===== src/rtl/axi_merge_2x1_pkg.sv =====
// Shared types and helpers for the 2-to-1 stream merger and its input FIFOs.
package axi_merge_2x1_pkg;

    typedef enum logic {
        SRC_I1 = 1'b0,
        SRC_I2 = 1'b1
    } src_e;

    function automatic int fifo_depth(input int depth_log2);
        return 1 << depth_log2;
    endfunction

endpackage


===== src/rtl/axi_fifo_sync.sv =====
// Synchronous first-word-fall-through FIFO; a write into a full FIFO is
// accepted when a read happens in the same cycle.
module axi_fifo_sync
    import axi_merge_2x1_pkg::*;
#(
    parameter int WIDTH      = 16,
    parameter int DEPTH_LOG2 = 3
) (
    input  logic                  clk,
    input  logic                  rst_n,
    input  logic                  wr_en,
    input  logic [WIDTH-1:0]      wr_data,
    input  logic                  rd_en,
    output logic [WIDTH-1:0]      rd_data,
    output logic                  full,
    output logic                  empty,
    output logic [DEPTH_LOG2:0]   level
);

    localparam int DEPTH = fifo_depth(DEPTH_LOG2);

    logic [WIDTH-1:0]      mem [DEPTH];
    logic [DEPTH_LOG2-1:0] wr_ptr;
    logic [DEPTH_LOG2-1:0] rd_ptr;
    logic                  do_wr;
    logic                  do_rd;

    assign full    = (level == (DEPTH_LOG2 + 1)'(DEPTH));
    assign empty   = (level == '0);
    assign do_rd   = rd_en && !empty;
    assign do_wr   = wr_en && (!full || do_rd);
    assign rd_data = mem[rd_ptr];

    // Storage carries no reset; only the pointers and level define validity.
    always_ff @(posedge clk) begin
        if (do_wr) begin
            mem[wr_ptr] <= wr_data;
        end
    end

    always_ff @(posedge clk or negedge rst_n) begin
        if (!rst_n) begin
            wr_ptr <= '0;
            rd_ptr <= '0;
            level  <= '0;
        end else begin
            if (do_wr) begin
                wr_ptr <= wr_ptr + 1'b1;
            end
            if (do_rd) begin
                rd_ptr <= rd_ptr + 1'b1;
            end
            case ({do_wr, do_rd})
                2'b10:   level <= level + 1'b1;
                2'b01:   level <= level - 1'b1;
                default: level <= level;
            endcase
        end
    end

endmodule


===== src/rtl/axi_merge_2x1.sv =====
// Merges two valid-only streams through per-input FIFOs into one registered
// output with a round-robin arbiter and sticky overflow flags.
module axi_merge_2x1
    import axi_merge_2x1_pkg::*;
#(
    parameter int WIDTH      = 16,
    parameter int DEPTH_LOG2 = 3
) (
    input  logic                  clk,
    input  logic                  rst_n,
    input  logic [WIDTH-1:0]      I1_tdata,
    input  logic                  I1_tvalid,
    input  logic [WIDTH-1:0]      I2_tdata,
    input  logic                  I2_tvalid,
    output logic [WIDTH-1:0]      O_tdata,
    output logic                  O_tvalid,
    input  logic                  O_tready,
    output logic                  O_tsel,
    output logic [1:0]            ovf,
    output logic [DEPTH_LOG2:0]   level1,
    output logic [DEPTH_LOG2:0]   level2
);

    // Output handshake: O_tdata/O_tsel are meaningful while O_tvalid=1 and
    // hold stable until a cycle with O_tready=1 consumes them.

    logic [WIDTH-1:0] rd_data1, rd_data2;
    logic             full1, full2;
    logic             empty1, empty2;
    logic             pop1, pop2;
    logic             load;
    logic             grant_valid;
    logic             tie;
    src_e             grant;
    src_e             last;

    axi_fifo_sync #(.WIDTH(WIDTH), .DEPTH_LOG2(DEPTH_LOG2)) u_fifo1 (
        .clk     (clk),
        .rst_n   (rst_n),
        .wr_en   (I1_tvalid),
        .wr_data (I1_tdata),
        .rd_en   (pop1),
        .rd_data (rd_data1),
        .full    (full1),
        .empty   (empty1),
        .level   (level1)
    );

    axi_fifo_sync #(.WIDTH(WIDTH), .DEPTH_LOG2(DEPTH_LOG2)) u_fifo2 (
        .clk     (clk),
        .rst_n   (rst_n),
        .wr_en   (I2_tvalid),
        .wr_data (I2_tdata),
        .rd_en   (pop2),
        .rd_data (rd_data2),
        .full    (full2),
        .empty   (empty2),
        .level   (level2)
    );

    assign load = !O_tvalid || O_tready;

    always_comb begin
        grant_valid = 1'b0;
        grant       = SRC_I1;
        tie         = 1'b0;
        if (load) begin
            if (!empty1 && !empty2) begin
                grant_valid = 1'b1;
                tie         = 1'b1;
                grant       = (last == SRC_I1) ? SRC_I2 : SRC_I1;
            end else if (!empty1) begin
                grant_valid = 1'b1;
                grant       = SRC_I1;
            end else if (!empty2) begin
                grant_valid = 1'b1;
                grant       = SRC_I2;
            end
        end
    end

    assign pop1 = grant_valid && (grant == SRC_I1);
    assign pop2 = grant_valid && (grant == SRC_I2);

    // last only moves when both sources compete; reset value lets I1 win first.
    always_ff @(posedge clk or negedge rst_n) begin
        if (!rst_n) begin
            last     <= SRC_I2;
            O_tdata  <= '0;
            O_tsel   <= 1'b0;
            O_tvalid <= 1'b0;
            ovf      <= 2'b00;
        end else begin
            if (tie) begin
                last <= grant;
            end
            if (load) begin
                if (grant_valid) begin
                    O_tdata  <= (grant == SRC_I2) ? rd_data2 : rd_data1;
                    O_tsel   <= grant;
                    O_tvalid <= 1'b1;
                end else begin
                    O_tvalid <= 1'b0;
                end
            end
            if (I1_tvalid && full1 && !pop1) begin
                ovf[0] <= 1'b1;
            end
            if (I2_tvalid && full2 && !pop2) begin
                ovf[1] <= 1'b1;
            end
        end
    end

endmodule


===== config.mk =====
export PLATFORM = sky130hd
export DESIGN_NAME = axi_merge_2x1
export DESIGN_NICKNAME = d
export VERILOG_FILES = /design/src/rtl/axi_merge_2x1_pkg.sv /design/src/rtl/axi_fifo_sync.sv /design/src/rtl/axi_merge_2x1.sv
export SDC_FILE = /design/constraint.sdc
export NUM_CORES = 1
export LEC_CHECK = 0
export CAP_MARGIN = 20
export CORE_MARGIN = 2
export CORE_UTILIZATION = 30
export CTS_BUF_LIST = sky130_fd_sc_hd__clkbuf_8
export DETAILED_ROUTE_END_ITERATION = 10
export DONT_BUFFER_PORTS = 1
export RECOVER_POWER = 25
export SYNTH_ARGS = -nofsm -noshare
export SYNTH_HDL_FRONTEND = slang
export SYNTH_SLANG_ARGS = --single-unit

===== constraint.sdc =====
create_clock -name clk -period 4.2 [get_ports clk]
set_clock_uncertainty 0.2 [all_clocks]
set_input_delay 0.84 -clock clk [delete_from_list [all_inputs] [get_ports clk]]
set_output_delay 0.84 -clock clk [all_outputs]
set_load 0.005 [all_outputs]

==> flow_summary.yaml, run 1 <==
die:
  core_mm2: 0.0386
  row_count: 72
  start_util_pct: 30.3
  fp.dieH_um: 201
  ios: 65
  die_area_mm2: 0.0405
  dieWidth_um: 201
final_layout:
  final-seq-area_mm2: 0.00872
  layout_common_cells: "edfxtp_1, mux4_2, clkbuf_8"
  area_delta_synth_final_pct: 14.5
  mostFrequentLayoutCell: "edfxtp_1"
  fillers: 3613
  finalCoreUtilization_pct: 34.7
  multiInputGateArea_mm2: 0.00281
  diodes: 0
  drive_above_1_share_pct: 27.9
  nets: 662
power:
  seqPwrFrac_pct: 47.5
  ir_drop_mv: 0.258
  power_frac_clock_pct: 26.6
  combPwrFrac_pct: 25.9
  p_leak_nw: 4.48
  swShare_pct: 31.0
  p_int_w: 0.00632
  power.density_mw_per_mm2: 686
  switchingPower_w: 0.00284
timing:
  hold_viol: 0
  worst_slack_ns: 1.12
  slew_headroom_pct: 32.6
  max_slew.worst_pin.slew_ns: 1.01
  whs_ns: 0.167
  finalSetupTns_ns: 0
  max_freq_mhz: 325
  period_needed_ns: 3.08
  final-setup-viol-count: 0
  period_share_pct: 73.4
  rsz0062_at_grt: "no"
  slew_viol_final: 0
synth:
  syn_area_per_cell_um2: 20.7
  yosysUniqueCellTypes: 44
  synth_ff_type: "edfxtp_1"
  yosysSeqAreaShare_pct: 74.7
  synth_edf_count: 256
  ys_warn_count: 0
  synth_top_area_cell: "edfxtp_1"
  synthTopCellsByArea: "edfxtp_1, mux4_2, dfrtp_1"
  syn_inst: 565
  syn-cell-area_mm2: 0.0117
  synthArstFlopShare_pct: 13.8
  synth_seq_cells: 297
  synth_nets: 613
  yosysTopAreaCellShare_pct: 65.9
worst_setup_path:
  crit_type: "reg2reg"
  end_kind: "register"
  path_cells: "or4_4, a21oi_1, o21ai_2, ha_1, ha_1, a21o_1, a21oi_1, mux2i_1, xnor2_1"
  slowest_stage: "or4_4"
  crit_family: "compound AO/OA/AOI/OAI gates"
  crit_path_start_kind: "register"
  crit_required_ns: 4.47
  crit_path_max_fanout: 7
  cpPeakStageDelay_ns: 0.57
  cp.arrival_ns: 3.35
  path_buf_inv: 0
  rr_worst_depth: 9
  crit_cells: 9
route:
  totalWireLength_um: 23800
  drt_iter0_drc: 330
  final_antenna_net_count: 0
  vias: 5371
  vias_per_cell: 4.60
  drtPass1Iterations: 4
  post_drt_wl_per_cell_um: 20.4
  drcViolationCount: 0
clock_tree:
  clock_tree.buffer_depth: 3
  clockRootBuffer: "clkbuf_8"
  clk_latency_ns: 0.56
  post_cts_resize_count: 0
  cts_hold_buf: 2
  cts_buffers: 47
  cts_sinks: 297
  postCtsSetupRepairBufs: 0
  htree_levels: 2
  cts.clk_slew.worst_paths_ns: 0.07
  cts_tree: "done"
place:
  numPortBuffers: 0
  gp_congestion: 0.758
  pre_cts_ws_ns: 0.913
  place.detailed.hpwl_um: 14600
run:
  maxCapViolCount: 0
global_route:
  grt_max_degree: 42
  grt_usage_pct: 11.6
  grt_pass1_vias: 5645
  overflow: 0
  antenna_found_initial: 0
  grt_pass1_wl_um: 35400
worst_hold_path:
  whs_path_depth: 0
  hold_class: "in2reg"
outcome:
  status: "complete, no violations"
-- per-stage QoR --
| stage | instance area (um2) | total power [W] | instances |
|---|---|---|---|
| global route | 13400 | 0.00965 | 1167 |
| global placement | 12400 | 0.00679 | 1081 |
| detailed placement | 12400 | 0.00684 | 1081 |
| CTS | 13400 | 0.00930 | 1167 |
| finish | 13400 | 0.00916 | 1167 |
| floorplan | 11700 | 0.00608 | 565 |
-- state kept, by name, indices dropped and copies added, names as in the netlist --
| register | count |
|---|---|
| u_fifo1.level | 4 |
| u_fifo2.mem | 128 |
| u_fifo1.rd_ptr | 3 |
| u_fifo2.level | 4 |
| u_fifo1.wr_ptr | 3 |
| u_fifo2.rd_ptr | 3 |
| ovf | 2 |
| u_fifo1.mem | 128 |
| u_fifo2.wr_ptr | 3 |
| O_tdata | 16 |
| last | 1 |
| O_tvalid | 1 |
| O_tsel | 1 |
-- cell usage after synthesis (all sizes together), types with 5 or more instances --
master	instances
a21oi	5
buf	16
clkbuf	11
dfrtp	40
edfxtp	256
ha	10
inv	10
mux2i	31
mux4	64
nand2	22
nor2	15
nor2b	5
nor3	9
o221ai	12
xnor2	11
xor2	6
-- power by group through the flow --
stage          sequential, W  combinational (W)  clock (W)
2_1_floorplan        0.00408            0.00201          0
3_3_place_gp         0.00442            0.00237          0
3_5_place_dp         0.00444            0.00241          0
4_1_cts              0.00438            0.00242    0.00250
5_1_grt              0.00443            0.00259    0.00263
6_report             0.00435            0.00237    0.00243
-- worst register-to-register path: stages, from the launching register on --
cell	delay [ns]
dfrtp_1	0.45
or4_4	0.57
a21oi_1	0.28
o21ai_2	0.19
ha_1	0.30
ha_1	0.28
a21o_1	0.18
a21oi_1	0.18
mux2i_1	0.25
xnor2_1	0.13
-- cells by family (layout without fill, tap and decap cells) --
logic type / after synthesis / after routing / synth area share [%]
AO/OA/AOI/OAI: 37 / 37 / 2.97
XOR/XNOR: 17 / 17 / 1.28
adder cells (fa/ha/maj): 11 / 11 / 1.24
buffers and inverters: 37 / 121 / 1.60
flip-flops: 297 / 297 / 74.7
multiplexers: 99 / 99 / 15.5
AND/OR/NAND/NOR: 67 / 67 / 2.79
-- worst paths after layout --
check	start	endpoint	slack [ns]
max	u_fifo2.level[3]$_DFFE_PN0P_	u_fifo1.level[3]$_DFFE_PN0P_	1.12
min	I1_tdata[2]	u_fifo1.mem[3][2]$_DFFE_PP_	0.17
max reg2reg	u_fifo2.level[3]$_DFFE_PN0P_	u_fifo1.level[3]$_DFFE_PN0P_	1.12
min reg2reg	ovf[1]$_DFFE_PN0P_	ovf[1]$_DFFE_PN0P_	0.29
max in group asynchronous	rst_n	last$_DFFE_PN1P_	2.95
min in group asynchronous	rst_n	u_fifo2.rd_ptr[0]$_DFFE_PN0P_	0.58
-- layer usage --
layer  share of wire (%)  global-route usage [%]  up-vias  routed length (um)
met1                  40                    13.6     2818                9570
li1                    -                       -     2405                   -
met2                  50                    20.0      111               12000
met5                   0                       0        -                   0
met4                 2.3                    3.76        0                 537
met3                 7.3                    4.26       37                1750
-- cell type report --
type | count | area share, %
clock buffers | 55 | 5.66
clock inverters | 29 | 1.34
inverters | 10 | 0.281
multi-input cells | 231 | 21.0
flip-flops and latches | 297 | 65.2
well taps | 518 | 4.85
repair buffers | 27 | 1.63
(Power assumes the default switching activity.)
==> run 2: changes to the inputs <==
- clock period: 4.2 -> 2.9 ns (I/O delays scaled with it)
==> run 2 against run 1 <==
Compared with the run above: design area up 3.8%; final cell count up 5.1%; total power up 45%; register-to-register slack worse by 0.97 ns; sequential share of layout area down 2.4 points; critical path depth unchanged; utilization up 1.3 points; global-route usage up 0.21 points; die area unchanged; sequential power up 41%; largest power group unchanged; highest routed layer is now met5.
==> flow_summary.yaml, run 2 (synthesis results as in run 1) <==
power:
  p_leak_nw: 4.75
  combPwrFrac_pct: 29.6
  switchingPower_w: 0.00415
  power.density_mw_per_mm2: 958
  power_frac_clock_pct: 24.1
  p_int_w: 0.00913
  seqPwrFrac_pct: 46.3
  ir_drop_mv: 0.343
  swShare_pct: 31.3
timing:
  final-setup-viol-count: 0
  slew_headroom_pct: 26.8
  hold_viol: 0
  period_needed_ns: 2.75
  period_share_pct: 94.9
  whs_ns: 0.0461
  slew_viol_final: 0
  rsz0062_at_grt: "no"
  max_slew.worst_pin.slew_ns: 1.10
  max_freq_mhz: 363
clock_tree:
  clockRootBuffer: "clkbuf_8"
  cts_buffers: 48
  clk_latency_ns: 0.55
  cts_tree: "done"
  htree_levels: 2
  cts_sinks: 297
  postCtsSetupRepairBufs: 0
  cts.clk_slew.worst_paths_ns: 0.06
  clock_tree.buffer_depth: 3
final_layout:
  instances_no_fill: 1226
  mostFrequentLayoutCell: "edfxtp_1"
  multiInputGateArea_mm2: 0.00282
  area_delta_synth_final_pct: 18.8
  fillers: 3628
  largestRegisters: "u_fifo1.mem: 128 flops, u_fifo2.mem: 128 flops, O_tdata: 16 flops"
  layout_common_cells: "edfxtp_1, mux4_2, clkbuf_8"
  final-seq-area_mm2: 0.00872
  nets: 716
  drive_above_1_share_pct: 27.3
worst_setup_path:
  r2r-start: "u_fifo2.level[3]$_DFFE_PN0P_"
  crit_path_start_kind: "register"
  cp.arrival_ns: 3.02
  rr_worst_depth: 9
  crit_type: "reg2reg"
  crit_path_max_fanout: 4
  crit_required_ns: 3.16
  endpoint: "u_fifo1.level[3]$_DFFE_PN0P_"
  r2r_setup_slack_ns: 0.15
  end_kind: "register"
  rr_endpoint: "u_fifo1.level[3]$_DFFE_PN0P_"
  crit_start: "u_fifo2.level[3]$_DFFE_PN0P_"
route:
  vias_per_cell: 4.55
  drcViolationCount: 0
  drtPass1Iterations: 4
  final_antenna_net_count: 0
  post_drt_wl_per_cell_um: 19.3
  drt_iter0_drc: 319
  totalWireLength_um: 23700
  vias: 5584
outcome:
  status: "complete, no violations"
global_route:
  overflow: 0
  grt_pass1_wl_um: 36600
  grt_pass1_vias: 5966
  grt_max_degree: 42
  antenna_found_initial: 2
  grt_usage_pct: 11.9
die:
  core_mm2: 0.0386
  dieWidth_um: 201
  row_count: 72
  fp.dieH_um: 201
  ios: 65
  start_util_pct: 30.3
  die_area_mm2: 0.0405
place:
  place.detailed.hpwl_um: 14800
  dpl.cell_count: 1100
  numPortBuffers: 0
  gp_congestion: 0.769
worst_hold_path:
  hold_class: "in2reg"
run:
  maxCapViolCount: 0
[run 2: cell types whose count changed in the layout (fill, tap and decap cells not counted), sizes merged]
cell         before  now
buf              26   44
inv              19   37
bufinv            2    0
clkinvlp          0    1
diode             0    1
clkinv           18    9
dlygate4sd3       1   35
clkbuf           55   53
[run 2: layout make-up]
| cell class | count | area share (%) |
|---|---|---|
| antenna | 1 | 0.0180 |
| clock buffer | 52 | 5.16 |
| clock inverter | 37 | 1.10 |
| inverter | 10 | 0.271 |
| multi-input combinational | 231 | 20.4 |
| sequential | 297 | 62.8 |
| tap | 518 | 4.67 |
| timing repair buffer | 80 | 5.57 |
[run 2: how the worst min path moves through the flow]
stage / startpoint / end / cells past startpoint
2_1_floorplan: rst_n / O_tdata[0]$_DFFE_PN0P_ / 0
3_3_place_gp: rst_n / ovf[1]$_DFFE_PN0P_ / 0
3_5_place_dp: rst_n / ovf[1]$_DFFE_PN0P_ / 0
4_1_cts: I1_tvalid / u_fifo1.wr_ptr[2]$_DFFE_PN0P_ / 2
5_1_grt: I1_tvalid / u_fifo1.wr_ptr[2]$_DFFE_PN0P_ / 2
6_report: I1_tvalid / u_fifo1.wr_ptr[2]$_DFFE_PN0P_ / 2
[run 2: layer usage]
metal | up-vias | GRT usage (%) | part of all wire [%]
li1 | 2523 | - | -
met1 | 2909 | 14.9 | 43
met2 | 100 | 20.3 | 51
met3 | 50 | 2.66 | 3.7
met4 | 2 | 4.04 | 2.7
met5 | - | 0 | 0.055
[run 2: repair_timing]
| item | CTS | global route |
|---|---|---|
| hold buffers | 36 | 0 |
| endpoints found under the setup margin | 0 | 2 |
| hold endpoints to repair | 300 | 0 |
| resized for setup | 0 | 3 |
[run 2: critical path: stages, from the launching register on]
cell	delay [ns]
dfrtp_1	0.37
or4_4	0.54
a211o_1	0.32
inv_1	0.08
ha_2	0.20
ha_1	0.23
a21o_1	0.18
a21oi_1	0.17
mux2i_1	0.24
xnor2_1	0.13
[run 2: power by group through the flow]
stage / sequential, W / combinational (W) / clock (W)
6_report: 0.00615 / 0.00393 / 0.00320
5_1_grt: 0.00625 / 0.00430 / 0.00348
4_1_cts: 0.00618 / 0.00400 / 0.00331
3_5_place_dp: 0.00627 / 0.00389 / 0
3_3_place_gp: 0.00623 / 0.00386 / 0
2_1_floorplan: 0.00591 / 0.00291 / 0
[run 2: stage by stage]
stage	TNS [ns]	setup slack, ns	area (um2)	utilization, %	total power, W
floorplan	-13.74	-0.282	11700	-	0.00883
global placement	0	0.169	12600	32.8	0.0101
detailed placement	0	0.149	12600	32.8	0.0102
CTS	0	0.122	13900	36.0	0.0135
global route	0	0.00397	13900	36.0	0.0140
finish	0	0.149	13900	36.0	0.0133
==> RTL edit: new RTL, flow settings as in run 1 <==
Register the output `level1`, without a reset; this adds one clock of latency there. The other outputs are not delayed to match.
--- a/src/rtl/axi_merge_2x1.sv
+++ b/src/rtl/axi_merge_2x1.sv
@@ -21,6 +21,8 @@
     output logic [DEPTH_LOG2:0]   level2
 );
 
+    logic [DEPTH_LOG2:0] level1_d;
+
     // Output handshake: O_tdata/O_tsel are meaningful while O_tvalid=1 and
     // hold stable until a cycle with O_tready=1 consumes them.
 
@@ -43,7 +45,7 @@
         .rd_data (rd_data1),
         .full    (full1),
         .empty   (empty1),
-        .level   (level1)
+        .level   (level1_d)
     );
 
     axi_fifo_sync #(.WIDTH(WIDTH), .DEPTH_LOG2(DEPTH_LOG2)) u_fifo2 (
@@ -112,5 +114,9 @@
         end
     end
 
+    always_ff @(posedge clk) begin
+        level1 <= level1_d;
+    end
+
 endmodule
 
Check against the original RTL: not equivalent (a bounded check fails within 4 cycles, from zero or initial values and one cycle with rst_n low).
==> RTL edit against run 1 <==
Routed wire length is 0.42% lower. Synthesized area hardly changed. Design area is 0.71% lower. Via count is 1.6% higher. Largest cell class unchanged. Power is 3.1% lower. Setup slack worse by 0.066 ns. Critical path depth is 1 higher. Combinational power is 3% lower. Core utilization is 0.17 points lower. Non-clock buffer count stayed put. First-iteration DRC count is 22% higher. Sequential cell count is 4 higher.
==> RTL edit: results (changes against run 1) <==
worst hold start I1_tdata[12]; Fillers 3636 (+0.64%); Net Count, Synth 616 (+0.49%); vias post-DR 5458 (+1.6%); hold_ws 0.144 ns (-0.0234 ns); pre-CTS WS 0.916 ns (+0.00301 ns); placed insts 1084 (+0.28%); Netlist cell types 41 (-6.8%); clock network power 2.18 mW (-10%); worst r2r path cells 10 (+1); peak supply drop 0.250 mV (-3.3%); first-pass GRT wire length 36100 um (+1.9%); clk_lat worst skew 0.59 ns (+0.03 ns); met3 Use GR 0.0460 (+0.00340); Cell Count, Final, Fillers Out 1171 (+0.34%); fmax 0.318 GHz (-2.1%); Leakage Power 4.47 nW (-0.26%); share of cells above drive strength 1 0.245 (-0.0339); register area share after synthesis 0.754 (+0.00735); status complete, no violations; ranking of synthesized cells by area edfxtp_1, mux4_2, dfrtp_1; Iter 0 DRT Violations 403 (+22%); GRT Resource Usage Total 0.119 (+0.00237); vias in the first global route 5782 (+2.4%); CP startpoint u_fifo2.level[2]$_DFFE_PN0P_; CTS buffer count 46 (-2.1%); Detailed Place HPWL 14200 um (-2.4%)
[RTL edit: cell types whose count changed after synthesis, moves of 2 or more]
cell      change
o221ai_2      -9
buf_2         +2
o221ai_1     +11
dfxtp_1       +4
[RTL edit: what timing repair did]
action                    4_1_cts  5_1_grt
setup buffers                   0        0
hold endpoints to repair       41        0
hold buffers                    2        0
[RTL edit: metal layers]
layer  part of all wire  wire [um]
met5                  0          0
met1               0.45      10700
met3              0.077       1820
met2               0.45      10800
met4              0.019        456
[RTL edit: area by class of cell]
type	count	share of cell area
clock buffer	47	0.0488
clock inverter	38	0.0133
inverter	9	0.00255
multi-input combinational	231	0.207
sequential	301	0.663
tap	518	0.0488
timing repair buffer	27	0.0170
[RTL edit: critical path: cells and delay by family, from the launching register on]
kind / cells / cell delay, ns
compound gates: 3 / 0.64
buf+inv: 2 / 0.34
fa+ha+maj: 2 / 0.47
flops: 1 / 0.47
mux: 1 / 0.24
simple gates: 1 / 0.57
xor+xnor: 1 / 0.13
